**config.mk**
```make
export PLATFORM = sky130hd
export DESIGN_NAME = axi_lite_master
export DESIGN_NICKNAME = d
export VERILOG_FILES = /design/src/rtl/axi_mst_pkg.sv /design/src/rtl/axi_lite_master.sv
export SDC_FILE = /design/constraint.sdc
export NUM_CORES = 1
export LEC_CHECK = 0
export BUFFER_PORTS_ARGS = -buffer_cell sky130_fd_sc_hd__buf_2
export CAP_MARGIN = 20
export CORE_MARGIN = 4
export CORE_UTILIZATION = 41
export CTS_CLUSTER_DIAMETER = 120
export CTS_CLUSTER_SIZE = 24
export DETAILED_ROUTE_END_ITERATION = 8
export HOLD_SLACK_MARGIN = 0.15
export PLACE_DENSITY = 0.78
export SKIP_CTS_REPAIR_TIMING = 1
export SYNTH_ARGS = -nofsm -noshare
export SYNTH_HDL_FRONTEND = slang
export SYNTH_SLANG_ARGS = --single-unit
```
**constraint.sdc**
```tcl
create_clock -name clk -period 1.6 [get_ports clk]
set_clock_uncertainty 0.15 [all_clocks]
set_input_delay 0.24 -clock clk [delete_from_list [all_inputs] [get_ports clk]]
set_output_delay 0.24 -clock clk [all_outputs]
set_load 0.05 [all_outputs]
```
**src/rtl/axi_mst_pkg.sv**
```systemverilog
// Shared types and constants for the AXI4-Lite single-transaction master.
package axi_mst_pkg;

  localparam int unsigned ADDR_W = 32;
  localparam int unsigned DATA_W = 32;
  localparam int unsigned RESP_W = 2;
  localparam int unsigned STRB_W = DATA_W / 8;

  typedef enum logic [2:0] {
    IDLE,
    WR_REQ,
    WR_RESP,
    RD_REQ,
    RD_DATA,
    RSP
  } state_e;

  localparam logic [RESP_W-1:0] RESP_OKAY   = 2'b00;
  localparam logic [RESP_W-1:0] RESP_SLVERR = 2'b10;

  localparam logic [DATA_W-1:0] TIMEOUT_PATTERN = 32'hDEAD_DEAD;

endpackage

```
**src/rtl/axi_lite_master.sv**
```systemverilog
// AXI4-Lite master: turns one cmd into one AXI read or write, returns one rsp.
// Optional watchdog abort compiled in with `define AXI_MST_TIMEOUT_EN.
module axi_lite_master
  import axi_mst_pkg::*;
#(
  parameter int unsigned TIMEOUT_CYCLES = 1024
) (
  input  logic              clk,
  input  logic              reset_n,

  input  logic              cmd_valid,
  output logic              cmd_ready,
  input  logic              cmd_wr,
  input  logic [ADDR_W-1:0] cmd_addr,
  input  logic [DATA_W-1:0] cmd_wdata,

  output logic              rsp_valid,
  input  logic              rsp_ready,
  output logic [DATA_W-1:0] rsp_rdata,
  output logic [RESP_W-1:0] rsp_resp,

  output logic [ADDR_W-1:0] m_axi_awaddr,
  output logic              m_axi_awvalid,
  input  logic              m_axi_awready,

  output logic [DATA_W-1:0] m_axi_wdata,
  output logic [STRB_W-1:0] m_axi_wstrb,
  output logic              m_axi_wvalid,
  input  logic              m_axi_wready,

  input  logic [RESP_W-1:0] m_axi_bresp,
  input  logic              m_axi_bvalid,
  output logic              m_axi_bready,

  output logic [ADDR_W-1:0] m_axi_araddr,
  output logic              m_axi_arvalid,
  input  logic              m_axi_arready,

  input  logic [DATA_W-1:0] m_axi_rdata,
  input  logic [RESP_W-1:0] m_axi_rresp,
  input  logic              m_axi_rvalid,
  output logic              m_axi_rready
);

  state_e              state_q, state_d;
  logic [ADDR_W-1:0]   addr_q, addr_d;
  logic [DATA_W-1:0]   wdata_q, wdata_d;
  logic                awvalid_q, awvalid_d;
  logic                wvalid_q, wvalid_d;
  logic                bready_q, bready_d;
  logic                arvalid_q, arvalid_d;
  logic                rready_q, rready_d;
  logic                rsp_valid_q, rsp_valid_d;
  logic [DATA_W-1:0]   rsp_rdata_q, rsp_rdata_d;
  logic [RESP_W-1:0]   rsp_resp_q, rsp_resp_d;

`ifdef AXI_MST_TIMEOUT_EN
  localparam int unsigned CNT_W = $clog2(TIMEOUT_CYCLES + 1);
  logic [CNT_W-1:0] cnt_q, cnt_d;
  logic             busy;
`else
  logic unused_timeout_cycles;
  assign unused_timeout_cycles = (TIMEOUT_CYCLES != 0);
`endif

  // State and all output-facing registers.
  always_ff @(posedge clk or negedge reset_n) begin
    if (!reset_n) begin
      state_q     <= IDLE;
      addr_q      <= '0;
      wdata_q     <= '0;
      awvalid_q   <= 1'b0;
      wvalid_q    <= 1'b0;
      bready_q    <= 1'b0;
      arvalid_q   <= 1'b0;
      rready_q    <= 1'b0;
      rsp_valid_q <= 1'b0;
      rsp_rdata_q <= '0;
      rsp_resp_q  <= RESP_OKAY;
`ifdef AXI_MST_TIMEOUT_EN
      cnt_q       <= '0;
`endif
    end else begin
      state_q     <= state_d;
      addr_q      <= addr_d;
      wdata_q     <= wdata_d;
      awvalid_q   <= awvalid_d;
      wvalid_q    <= wvalid_d;
      bready_q    <= bready_d;
      arvalid_q   <= arvalid_d;
      rready_q    <= rready_d;
      rsp_valid_q <= rsp_valid_d;
      rsp_rdata_q <= rsp_rdata_d;
      rsp_resp_q  <= rsp_resp_d;
`ifdef AXI_MST_TIMEOUT_EN
      cnt_q       <= cnt_d;
`endif
    end
  end

  // Next-state and next-output decode.
  always_comb begin
    state_d     = state_q;
    addr_d      = addr_q;
    wdata_d     = wdata_q;
    awvalid_d   = awvalid_q;
    wvalid_d    = wvalid_q;
    bready_d    = bready_q;
    arvalid_d   = arvalid_q;
    rready_d    = rready_q;
    rsp_valid_d = rsp_valid_q;
    rsp_rdata_d = rsp_rdata_q;
    rsp_resp_d  = rsp_resp_q;
`ifdef AXI_MST_TIMEOUT_EN
    cnt_d       = cnt_q;
    busy        = 1'b0;
`endif

    unique case (state_q)
      IDLE: begin
        if (cmd_valid) begin
          addr_d  = cmd_addr;
          wdata_d = cmd_wdata;
`ifdef AXI_MST_TIMEOUT_EN
          cnt_d   = '0;
`endif
          if (cmd_wr) begin
            state_d   = WR_REQ;
            awvalid_d = 1'b1;
            wvalid_d  = 1'b1;
          end else begin
            state_d   = RD_REQ;
            arvalid_d = 1'b1;
          end
        end
      end
      WR_REQ: begin
        // Address and data channels complete independently, in any order.
        if (awvalid_q && m_axi_awready) awvalid_d = 1'b0;
        if (wvalid_q && m_axi_wready)   wvalid_d  = 1'b0;
        if (!awvalid_d && !wvalid_d) begin
          state_d  = WR_RESP;
          bready_d = 1'b1;
        end
      end
      WR_RESP: begin
        if (m_axi_bvalid) begin
          state_d     = RSP;
          bready_d    = 1'b0;
          rsp_valid_d = 1'b1;
          rsp_rdata_d = '0;
          rsp_resp_d  = m_axi_bresp;
        end
      end
      RD_REQ: begin
        if (m_axi_arready) begin
          state_d   = RD_DATA;
          arvalid_d = 1'b0;
          rready_d  = 1'b1;
        end
      end
      RD_DATA: begin
        if (m_axi_rvalid) begin
          state_d     = RSP;
          rready_d    = 1'b0;
          rsp_valid_d = 1'b1;
          rsp_rdata_d = m_axi_rdata;
          rsp_resp_d  = m_axi_rresp;
        end
      end
      RSP: begin
        if (rsp_ready) begin
          state_d     = IDLE;
          rsp_valid_d = 1'b0;
        end
      end
      default: state_d = IDLE;
    endcase

`ifdef AXI_MST_TIMEOUT_EN
    // Watchdog: a transaction finishing on the expiry cycle still wins.
    busy = (state_q == WR_REQ) || (state_q == WR_RESP) ||
           (state_q == RD_REQ) || (state_q == RD_DATA);
    if (busy) begin
      cnt_d = CNT_W'(cnt_q + 1'b1);
      if ((cnt_q == CNT_W'(TIMEOUT_CYCLES - 1)) && (state_d != RSP)) begin
        state_d     = RSP;
        awvalid_d   = 1'b0;
        wvalid_d    = 1'b0;
        bready_d    = 1'b0;
        arvalid_d   = 1'b0;
        rready_d    = 1'b0;
        rsp_valid_d = 1'b1;
        rsp_rdata_d = TIMEOUT_PATTERN;
        rsp_resp_d  = RESP_SLVERR;
      end
    end
`endif
  end

  assign cmd_ready     = reset_n && (state_q == IDLE);
  assign rsp_valid     = rsp_valid_q;
  assign rsp_rdata     = rsp_rdata_q;
  assign rsp_resp      = rsp_resp_q;
  assign m_axi_awaddr  = addr_q;
  assign m_axi_awvalid = awvalid_q;
  assign m_axi_wdata   = wdata_q;
  assign m_axi_wstrb   = {STRB_W{1'b1}};
  assign m_axi_wvalid  = wvalid_q;
  assign m_axi_bready  = bready_q;
  assign m_axi_araddr  = addr_q;
  assign m_axi_arvalid = arvalid_q;
  assign m_axi_rready  = rready_q;

endmodule

```
==> results.txt <==
status - finished with violations
failing checks - hold timing, setup timing
core area - 11,000 um^2
pre-CTS worst setup slack - -86.3 ps
vias in the first global route - 3,563
#FFs+latches synth - 107
clock sinks - 107
H-tree depth - 3
Post-Place Cell Area - 6030 um^2
RSZ-0062 raised after global routing - true
Final setup viols - 98
vias per cell - 4.84
Chip Width - 115 um
top cells by area, synth - dfrtp_1 57%, mux2_4 19%, a22o_1 6.0%
DIE AREA - 13,300 um^2
Fin Hold WS - -160 ps
CTS clk-pin slew, worst paths - 70 ps
Pwr Density - 2470 nW/um^2
final setup margin - -246 ps
Max-slew headroom - 0.627
global-route wire length before repair - 17,500 um
area grow syn2layout - 64.6%
Initial Util - 0.427
Post-Synthesis Cells - 325
detailed-route DRC error count - 0
total global routing overflow - 0
CP required - 1210 ps
Worst R2R End - m_axi_wdata[5]$_DFFE_PN0P_
TritonCTS clock tree - built
Max FO, Critical Path - 5
Finished Cell Area - 7750 um^2
clk_lat worst skew - 330 ps
# port buffers - 246
Worst Hold Class - input pin to asynchronous set/reset pin
num ports - 251
min cycle time layout - 1850 ps
r2r setup slk - -200 ps
share of cells above drive strength 1 - 0.554
first drt pass iteration count - 4
largest net degree at the start of global routing - 108
Die Y - 115 um
GPL Wtd Cong - 0.878
# rows - 38
max-cap violations - 0
syn avg cell area - 14.5 um^2
Longest Clk Path Bufs - 2
leading cell types in the layout, fill and taps excluded - 244 x buf_2, 106 x dfrtp_1, 105 x dlygate4sd3_1, 64 x mux2_4, 32 x a22o_1
number of library cell types mapped by synthesis - 33
average wire per standard cell - 18.3 um
ANT nets after route - 0
CP Launch Type - register
Worst Setup End Kind - output port
Iter 0 DRT Violations - 187
total track usage - 0.164
post-synthesis sequential area ratio - 0.569
WP data arrival - 1460 ps
Slew @ Worst Pin - 560 ps
max-slew violations - 0
Worst Reg-to-Reg Cells - 5
r2r startpoint - state_q[0]$_DFFE_PN0P_
ys flop type - dfrtp_1
commonest non-fill, non-tap cell in the layout - buf_2
CP Class - register to output port
initial antenna violation count - 1
YS warnings - 0
CTS root buf - clkbuf_16
FMAX - 0.542 GHz
post-synthesis cell area - 4710 um^2
# nets final - 789
routed vias - 3,997
Post-DP HPWL - 8760 um
Pleak - 0.00398 uW
Total Wirelength - 15,100 um
final worst path period share - 1.15
number of synthesized flops with an enable pin - 0
final hold viol count - 107
TritonCTS Buffers - 9
maximum vdd drop - 0.00197 V
share of flip-flops with an asynchronous set or reset - 1.00
Synth area leader - dfrtp_1
share of the synthesized area in the top cell type - 0.569
==> stage by stage <==
stage,std cells,utilization,hold slack (ps),TNS (ps),power (uW)
after floorplan,328,-,-206,-1510,13800
after global placement,688,0.547,227,-6.87,15600
after detailed placement,688,0.547,252,-944,15800
after CTS,704,0.575,-115,-2840,18300
after global routing,825,0.702,-104,-15740,19800
final,826,0.702,-160,-10710,19100
==> registers in the layout (all words and copies together), names as in the netlist <==
signal         cells
m_axi_arvalid      1
rsp_resp           2
rsp_valid          1
m_axi_awvalid      1
m_axi_wvalid       1
m_axi_wdata       32
rsp_rdata         32
m_axi_rready       1
m_axi_bready       1
m_axi_araddr      32
state_q            3
==> cells by family (layout without fill, tap and decap cells) <==
| kind of cell | Yosys count | count (layout) | synth area share |
|---|---|---|---|
| compound gates | 60 | 60 | 0.100 |
| buf+inv | 62 | 417 | 0.0925 |
| flops | 107 | 107 | 0.569 |
| mux | 68 | 68 | 0.210 |
| other cells | 1 | 6 | 0.000797 |
| simple gates | 27 | 28 | 0.0282 |
==> worst max-delay path by stage <==
stage	cells past startpoint	startpoint	end	slack (ps)
final	3	state_q[2]$_DFFE_PN0P_	cmd_ready	-250
after global placement	6	state_q[1]$_DFFE_PN0P_	state_q[1]$_DFFE_PN0P_	-7
after CTS	3	state_q[1]$_DFFE_PN0P_	cmd_ready	-370
after floorplan	2	state_q[1]$_DFFE_PN0P_	cmd_ready	-40
after global routing	3	state_q[2]$_DFFE_PN0P_	cmd_ready	-280
after detailed placement	5	state_q[0]$_DFFE_PN0P_	state_q[1]$_DFFE_PN0P_	-90
==> cell usage after synthesis (6+ instances only) <==
cell,number
inv_1,8
nand2_1,14
dfrtp_1,107
buf_6,7
o21ai_0,6
buf_2,9
a22o_1,32
mux2_4,60
buf_4,37
==> worst max-delay path, stage by stage, from the launching register on <==
cell,delay [ps]
dfrtp_1,430
buf_6,150
nor4b_4,340
buf_6,210
==> metal layers <==
layer  up-vias  global-route usage  part of all wire
li1       1820                   -                 -
met1      1952               0.200              0.37
met2       185               0.294              0.53
met3        40              0.0274             0.073
met4         0              0.0563             0.031
met5         -                   0                 0
==> area by class of cell <==
cell class	instances	area [um^2]
Antenna cell	2	5.00
Tap cell	140	175
Timing Repair Buffer	393	2840
Clock inverter	5	85.1
Multi-Input combinational cell	160	1700
Fill cell	747	3280
Sequential cell	107	2680
Clock buffer	11	233
Inverter	8	30.0
==> where the power goes <==
group / internal [uW] / switching (uW)
combinational: 3940 / 8050
sequential: 3940 / 830
clock: 1390 / 965
total: 9260 / 9850
Note: power is estimated with default switching activity, not from simulation.
